File: src/rtl/hazard_scoreboard.sv
// LC-3b decode-stage hazard controller: per-register/CC pending-writer counters, dependency and branch-shadow stalls, AGEX valid.
// Optional macro HAZARD_STATS_EN adds saturating dep_stall_cnt / br_stall_cnt outputs.
module hazard_scoreboard #(
  parameter int NUM_REGS = 8,
  parameter int MAX_PEND = 3,
  parameter int CNT_W    = 2
) (
  input  logic       clk,
  input  logic       reset_n,
  input  logic       de_v,
  input  logic [2:0] de_sr1_id,
  input  logic       de_sr1_needed,
  input  logic [2:0] de_sr2_id,
  input  logic       de_sr2_needed,
  input  logic [2:0] de_dr_id,
  input  logic       de_ld_reg,
  input  logic       de_ld_cc,
  input  logic       de_uses_cc,
  input  logic       de_br_op,
  input  logic       br_resolved,
  input  logic       sr_v_ld_reg,
  input  logic [2:0] sr_drid,
  input  logic       sr_v_ld_cc,
  input  logic       mem_stall,
  output logic       dep_stall,
  output logic       v_de_br_stall,
  output logic       ld_de,
  output logic       ld_agex,
  output logic       agex_v,
  output logic       issue,
  output logic       sb_err
`ifdef HAZARD_STATS_EN
  ,
  output logic [15:0] dep_stall_cnt,
  output logic [15:0] br_stall_cnt
`endif
);

  localparam logic [CNT_W-1:0] PEND_MAX = CNT_W'(MAX_PEND);
  localparam logic [CNT_W-1:0] PEND_ONE = CNT_W'(1);

  typedef enum logic {ST_RUN = 1'b0, ST_BR_WAIT = 1'b1} state_t;

  state_t              r_state, w_state_nxt;
  logic [CNT_W-1:0]    r_pend [NUM_REGS];
  logic [CNT_W-1:0]    r_cc_pend;
  logic                r_agex_v;
  logic                r_sb_err;
  logic                w_run, w_hazard, w_dep, w_issue;
  logic [NUM_REGS-1:0] w_inc, w_dec, w_underflow;
  logic                w_cc_inc, w_cc_dec, w_err_set;

  // Retire does not bypass: hazards look only at the registered counters.
  always_comb begin
    w_run    = (r_state == ST_RUN);
    w_hazard = (de_sr1_needed && (r_pend[de_sr1_id] != '0)) ||
               (de_sr2_needed && (r_pend[de_sr2_id] != '0)) ||
               (de_uses_cc    && (r_cc_pend != '0))         ||
               (de_ld_reg     && (r_pend[de_dr_id] == PEND_MAX)) ||
               (de_ld_cc      && (r_cc_pend == PEND_MAX));
    w_dep    = de_v & w_run & w_hazard;
    w_issue  = de_v & w_run & ~w_dep & ~mem_stall;
  end

  always_comb begin
    for (int r = 0; r < NUM_REGS; r++) begin
      w_inc[r]       = w_issue & de_ld_reg & (de_dr_id == 3'(r));
      w_dec[r]       = sr_v_ld_reg & (sr_drid == 3'(r));
      w_underflow[r] = w_dec[r] & (r_pend[r] == '0);
    end
    w_cc_inc  = w_issue & de_ld_cc;
    w_cc_dec  = sr_v_ld_cc;
    w_err_set = (|w_underflow) | (w_cc_dec & (r_cc_pend == '0)) | (br_resolved & w_run);
  end

  always_ff @(posedge clk or negedge reset_n) begin
    if (!reset_n) begin
      for (int r = 0; r < NUM_REGS; r++) r_pend[r] <= '0;
      r_cc_pend <= '0;
      r_agex_v  <= 1'b0;
      r_sb_err  <= 1'b0;
    end else begin
      for (int r = 0; r < NUM_REGS; r++) begin
        if (w_inc[r] && !w_dec[r])
          r_pend[r] <= r_pend[r] + PEND_ONE;
        else if (!w_inc[r] && w_dec[r] && (r_pend[r] != '0))
          r_pend[r] <= r_pend[r] - PEND_ONE;
      end
      if (w_cc_inc && !w_cc_dec)
        r_cc_pend <= r_cc_pend + PEND_ONE;
      else if (!w_cc_inc && w_cc_dec && (r_cc_pend != '0))
        r_cc_pend <= r_cc_pend - PEND_ONE;
      if (!mem_stall) r_agex_v <= w_issue;
      if (w_err_set)  r_sb_err <= 1'b1;
    end
  end

  always_ff @(posedge clk or negedge reset_n) begin
    if (!reset_n) r_state <= ST_RUN;
    else          r_state <= w_state_nxt;
  end

  // br_resolved is honoured in BR_WAIT even while MEM is stalled.
  always_comb begin
    w_state_nxt = r_state;
    case (r_state)
      ST_RUN:     if (w_issue && de_br_op) w_state_nxt = ST_BR_WAIT;
      ST_BR_WAIT: if (br_resolved)         w_state_nxt = ST_RUN;
      default:                             w_state_nxt = ST_RUN;
    endcase
  end

  always_comb begin
    dep_stall     = w_dep;
    issue         = w_issue;
    ld_agex       = ~mem_stall;
    ld_de         = ~mem_stall & ~w_dep;
    v_de_br_stall = ~w_run | (de_v & de_br_op & w_run);
    agex_v        = r_agex_v;
    sb_err        = r_sb_err;
  end

`ifdef HAZARD_STATS_EN
  logic [15:0] r_dep_stall_cnt, r_br_stall_cnt;

  always_ff @(posedge clk or negedge reset_n) begin
    if (!reset_n) begin
      r_dep_stall_cnt <= '0;
      r_br_stall_cnt  <= '0;
    end else begin
      if (dep_stall && (r_dep_stall_cnt != 16'hFFFF))
        r_dep_stall_cnt <= r_dep_stall_cnt + 16'd1;
      if (v_de_br_stall && (r_br_stall_cnt != 16'hFFFF))
        r_br_stall_cnt <= r_br_stall_cnt + 16'd1;
    end
  end

  assign dep_stall_cnt = r_dep_stall_cnt;
  assign br_stall_cnt  = r_br_stall_cnt;
`endif

endmodule

File: config.mk
export PLATFORM = sky130hd
export DESIGN_NAME = hazard_scoreboard
export DESIGN_NICKNAME = d
export VERILOG_FILES = /design/src/rtl/hazard_scoreboard.sv
export SDC_FILE = /design/constraint.sdc
export NUM_CORES = 1
export LEC_CHECK = 0
export BUFFER_PORTS_ARGS = -buffer_cell sky130_fd_sc_hd__buf_2
export CAP_MARGIN = 20
export CORE_UTILIZATION = 30
export DETAILED_ROUTE_END_ITERATION = 8
export HOLD_SLACK_MARGIN = 0.08
export SYNTH_ARGS = -nofsm -noshare
export SYNTH_HDL_FRONTEND = slang
export SYNTH_SLANG_ARGS = --single-unit
export TNS_END_PERCENT = 20
File: constraint.sdc
create_clock -name clk -period 3 [get_ports clk]
set_input_delay 0.15 -clock clk [delete_from_list [all_inputs] [get_ports clk]]
set_output_delay 0.15 -clock clk [all_outputs]
set_load 0.02 [all_outputs]
# Word-level counts from Yosys, hierarchy flattened
# Cells that the tools add are included.
[op_classes]
add_sub_neg = 18
n_lt_le_gt_ge = 3
eq_ne = 16
muxes = 30
n_bitwise = 44
reduce_logical = 87
[ops]
columns = ["op", "n"]
rows = [
  ["$mux W2", 24],
  ["$reduce_bool A2 Y1", 20],
  ["$and A1 B1 Y1", 35],
  ["$logic_and A1 B1 Y1", 33],
  ["$eq A3 B3 Y1 const B", 8],
  ["$add A2 B1 Y2 const B", 9],
  ["$bmux W2 S3", 3],
  ["$logic_not A1 Y1", 18],
  ["$logic_not A2 Y1", 9],
  ["$sub A2 B1 Y2 const B", 9],
  ["$eq A3 B2 Y1 const B", 4],
  ["$ge A4 B4 Y1 const B", 3],
  ["$not A3 Y4", 3],
  ["$reduce_or A8 Y1", 1],
  ["$eq A3 B1 Y1 const B", 2],
  ["$logic_not A3 Y1", 2],
  ["$eq A2 B2 Y1 const B", 2],
  ["$logic_or A1 B1 Y1", 4],
  ["$not A1 Y1", 3],
  ["$or A1 B1 Y1", 3],
  ["$mux W1", 2],
  ["$pmux W1 S2", 1],
]
[word_totals]
reg_bits = 21
inputBits = 25

# Logic depth before layout (Yosys ltp)
[depth]
depth_word = 21
depth_mapped = 9
ltp_nobuf = 7

# Least setup slack after synthesis
# No wires, ideal clock.
[synth_timing]
path_kind = "reg-to-output"
from = "register r_pend[14] (netlist bit)"
to = "output ld_de"
arrival_time_ns = 2.125
required_ns = 2.850
path_slack_ns = 0.725
stages_incl_launch_ff = 9
path_buffers = 2
path_cell_list = "dfrtp_1 -> buf_6 -> and3b_1 -> a311oi_1 -> nor4bb_1 -> nor4b_4 -> buf_6 -> a21oi_1 -> nor2_1"
[synth_via]
elab_chain_cells = 12
word_cells_on_any_way = 22
cone_classes = "eq/ne: 1; mux: 9; bitwise: 3; reduce/logical: 9"
[synth_rtl]
columns = ["item", "line_no", "text"]
rows = [
  ["from (decl)", "45", "logic [CNT_W-1:0] r_pend [NUM_REGS];"],
  ["from (signal, indexed assignment)", "85", "r_pend[r] <= r_pend[r] + PEND_ONE;"],
  ["from (signal, indexed assignment)", "87", "r_pend[r] <= r_pend[r] - PEND_ONE;"],
  ["$bmux W2 S3, on equally long branches", "56, 57", ""],
  ["$mux W2, on equally long branches (2 in series)", "56, 57", ""],
  ["$reduce_bool A2 Y1, on equally long branches", "56, 57", ""],
  ["$logic_and A1 B1 Y1, on equally long branches", "56, 57", ""],
  ["$logic_or A1 B1 Y1", "56", "w_hazard = (de_sr1_needed && (r_pend[de_sr1_id] != '0)) ||"],
  ["$logic_or A1 B1 Y1", "57", "(de_sr2_needed && (r_pend[de_sr2_id] != '0)) ||"],
  ["$logic_or A1 B1 Y1 (*)", "58", "(de_uses_cc && (r_cc_pend != '0)) ||"],
  ["$logic_or A1 B1 Y1 (*)", "59", "(de_ld_reg && (r_pend[de_dr_id] == PEND_MAX)) ||"],
  ["$and A1 B1 Y1 (*)", "61", "w_dep = de_v & w_run & w_hazard;"],
  ["net dep_stall", "25", "output logic dep_stall,"],
  ["$not A1 Y1 (*)", "117", "ld_de = ~mem_stall & ~w_dep;"],
  ["$and A1 B1 Y1 (*)", "117", ""],
  ["to (decl)", "27", "output logic ld_de,"],
]
# The timed path passes the listed nets; every way through them passes the cells marked *. The select of a mux whose other input is x is not followed.

# Worst setup path after layout
[layout_timing]
from = "register r_pend[14] (netlist bit)"
to = "output issue"
[layout_via]
elab_chain_cells = 13
word_cells_on_any_way = 23
cone_classes = "eq/ne: 1; mux: 9; bitwise: 4; reduce/logical: 9"
[layout_rtl]
columns = ["item", "line_no", "text"]
rows = [
  ["$bmux W2 S3, on equally long branches", "56, 57", ""],
  ["$mux W2, on equally long branches (2 in series)", "56, 57", ""],
  ["$reduce_bool A2 Y1, on equally long branches", "56, 57", ""],
  ["$logic_and A1 B1 Y1, on equally long branches", "56, 57", ""],
  ["$logic_or A1 B1 Y1", "56", ""],
  ["$logic_or A1 B1 Y1", "57", ""],
  ["$logic_or A1 B1 Y1 (*)", "58", ""],
  ["$logic_or A1 B1 Y1 (*)", "59", ""],
  ["$and A1 B1 Y1 (*)", "61", ""],
  ["$not A1 Y1 (*)", "62", "w_issue = de_v & w_run & ~w_dep & ~mem_stall;"],
  ["$and A1 B1 Y1 (*) (2 in series)", "62", ""],
  ["to (decl)", "30", "output logic issue,"],
]
# Mark *: on every way between the ends. The rest lies on a longest branch, timed or not. The select of a mux whose other input is x is not followed.

==> impl_metrics.py <==
metrics = {
    "outcome": {
        "status": "finished clean",
    },
    "worst_setup_path": {
        "path_cells": "and3b_1 -> a311oi_1 -> nor4bb_1 -> nor4b_4 -> buf_4 -> and3_1 -> buf_2",
        "crit_path_start_kind": "register",
        "worst_setup_path_end_kind": "primary output",
        "cpMaxStageDelayCell": "nor4b_4",
        "cp.arrival_ns": 2.56,
        "cp_top_family": "simple AND/OR/NAND/NOR gates",
        "cp_slowest_stage_delay_ns": 0.49,
        "cp_max_fo": 11,
        "path_buf_inv": 2,
        "critPathRequiredTime_ns": 2.85,
        "crit_type": "register to primary output",
    },
    "clock_tree": {
        "hold_buffers": 1,
        "clockRootBuffer": "clkbuf_8",
        "cts_made_buffers": 3,
        "post_cts_buffers": 0,
        "htree_levels": 1,
        "worstSkewPairLatency_ns": 0.27,
        "cts_sinks": 21,
        "clkTransAtPathRegs_ns": 0.08,
        "cts_tree": "yes",
        "cts_resized": 0,
        "cts_buffer_depth": 2,
    },
    "final_layout": {
        "fin_util": 0.359,
        "area_growth_pct": 15.4,
        "final_nets": 265,
        "antenna_cells": 0,
        "layout-drive-gt1-share": 0.209,
    },
    "detailed_routing": {
        "num_vias": 1761,
        "ant_nets": 0,
        "avgRoutedWirePerCell_um": 15.5,
        "drc": 0,
        "dr.pass1.iters": 4,
        "avgViaCountPerCell": 5.66,
        "wirelength_um": 4820,
        "first_iter_violations": 245,
    },
    "timing": {
        "setup_viol": 0,
        "finClkSkew_ns": 0.00693,
        "min_period_over_period": 0.904,
        "slew_viol_final": 0,
        "fmax_mhz": 369,
        "relSlewSlack": 0.581,
        "rsz0062_at_grt": "false",
        "hold_viol_final": 0,
        "tightest_slew_ns": 0.624,
        "fin_crit_ns": 2.71,
        "timing.setup.tns_ns": 0,
    },
    "grt": {
        "grt_pass1_wl_um": 8060,
        "grtUsageTotal": 0.170,
        "grt_max_degree": 22,
        "grt.overflow.total": 0,
        "antenna_found_initial": 0,
        "grt_pass1_vias": 1635,
    },
    "synth": {
        "syn_inst": 209,
        "yosysWarningCount": 0,
        "synth.distinct_cells": 49,
        "synth_flop_cell": "dfrtp_1",
        "synth_seq_cells": 21,
        "syn_avg_cell_area_sq_um": 8.20,
        "synthArstFlopShare": 1.00,
        "synth_edf_count": 0,
        "synth_area_sq_um": 1710,
        "ys_seq_area_frac": 0.307,
        "synth_fp_nets": 234,
    },
    "place": {
        "gp_congestion": 0.920,
        "dp_hpwl_um": 3670,
        "io_buffers": 31,
    },
    "power_and_ir_drop": {
        "p_total_w": 0.000824,
        "intPower_w": 0.000521,
        "power_frac_clock": 0.230,
        "power_switching_share": 0.368,
        "power.switching_w": 0.000303,
        "seqPwrFrac": 0.459,
        "power_density_nw_per_um2": 417,
        "leakagePower_nw": 0.864,
        "worst_ir_drop_vdd_mv": 0.189,
        "pwr-share-comb": 0.310,
    },
    "floorplan": {
        "die_x_um": 77.6,
        "start_util": 0.311,
        "die_area_sq_um": 6020,
        "die_h_um": 77.6,
        "core_area_sq_um": 5510,
        "ios": 32,
        "placementRows": 27,
    },
    "min_path": {
        "hp-class": "input port to register",
    },
    "flow_run": {
        "max-cap-violations": 0,
    },
}
-- state kept, by name, indices dropped and copies added, names as in the netlist --
register / count
agex_v: 1
r_cc_pend: 2
r_pend: 16
r_state: 1
sb_err: 1
-- layout by cell type, fill, tap and decap left out, types with 6 or more instances in the layout --
cell type,n
dfrtp_1,21
buf_2,31
nor2_1,26
nand4_1,6
nand2b_1,7
nand3_1,11
nand2_1,14
o21ai_0,11
nor3_1,16
a21oi_1,12
-- synth_stat cells (3+ instances only) --
cell      instances  share of area
o21ai_0          11          0.032
xnor2_1           4          0.020
nand3_1          11          0.032
o22a_1            3          0.015
buf_2             3         0.0088
or3_1             3          0.011
nor3b_1           4          0.018
inv_1             5          0.011
a21o_1            4          0.018
and3_1            4          0.015
nor2_1           26          0.057
nand4_1           6          0.022
nand2_1          14          0.031
a21oi_1          12          0.035
dfrtp_1          21           0.31
nand3b_1          3          0.013
a21boi_0          4          0.018
a31oi_1           5          0.018
nand2b_1          7          0.026
nor3_1           16          0.047
-- power groups by stage --
stage | Combinational, W | Clock [W] | Sequential, W
floorplan | 0.000189 | 0 | 0.000366
detailed placement | 0.000252 | 0 | 0.000384
finish | 0.000256 | 0.000190 | 0.000378
CTS | 0.000255 | 0.000201 | 0.000378
global placement | 0.000252 | 0 | 0.000382
global route | 0.000287 | 0.000207 | 0.000387
-- per-layer routing --
layer  global-route usage  part of all wire  vias to the layer above  wire length, um
met5                    0                 0                        -                0
li1                     -                 -                      856                -
met2                0.265              0.44                       76             2110
met4               0.0453             0.014                        0               69
met1                0.239              0.47                      821             2250
met3               0.0318             0.079                        8              381
-- cell type report --
cell class	count	area, sq um
Fill cell	596	3530
Clock inverter	1	5.00
Inverter	5	18.8
Clock buffer	3	41.3
Multi-Input combinational cell	176	1120
Timing Repair Buffer	33	173
Sequential cell	21	526
Tap cell	72	90.1
-- worst register-to-register path, cell delays in order (launching register included) --
cell and delay (ns):
dfrtp_1 0.48, and3b_1 0.23, a311oi_1 0.25, nor4bb_1 0.12
nor4b_4 0.49, buf_4 0.27, nand3_2 0.19, nor3_1 0.25
o22a_1 0.16
-- per-stage QoR --
stage          cell area (sq um)  hold slack, ns  std cells  worst slack [ns]
2_1_floorplan               1710          -0.146        209             0.725
4_1_cts                     1980          0.0949        311             0.280
6_report                    1980          0.0997        311             0.287
3_3_place_gp                1920           0.157        306             0.620
5_1_grt                     1980           0.106        311             0.137
3_5_place_dp                1920           0.151        306             0.545
-- final timing paths --
kind	from	end	slack [ns]	cells after the start
max in group asynchronous	reset_n	r_pend[4]	2.26	2
max reg2reg	r_pend[14]	r_pend[9]	0.51	8
min	br_resolved	r_state	0.1	2
min reg2reg	agex_v	agex_v	0.48	1
max	r_pend[14]	issue	0.29	7
min in group asynchronous	reset_n	r_pend[15]	0.39	2
-- cell families (layout without fill, tap and decap cells) --
group / after synthesis / after routing / synth area share
buf+inv: 12 / 42 / 0.0373
xor+xnor: 4 / 4 / 0.0205
compound gates: 59 / 59 / 0.243
simple gates: 111 / 111 / 0.367
flops: 21 / 21 / 0.307
mux: 2 / 2 / 0.0263
(Power assumes the default switching activity.)
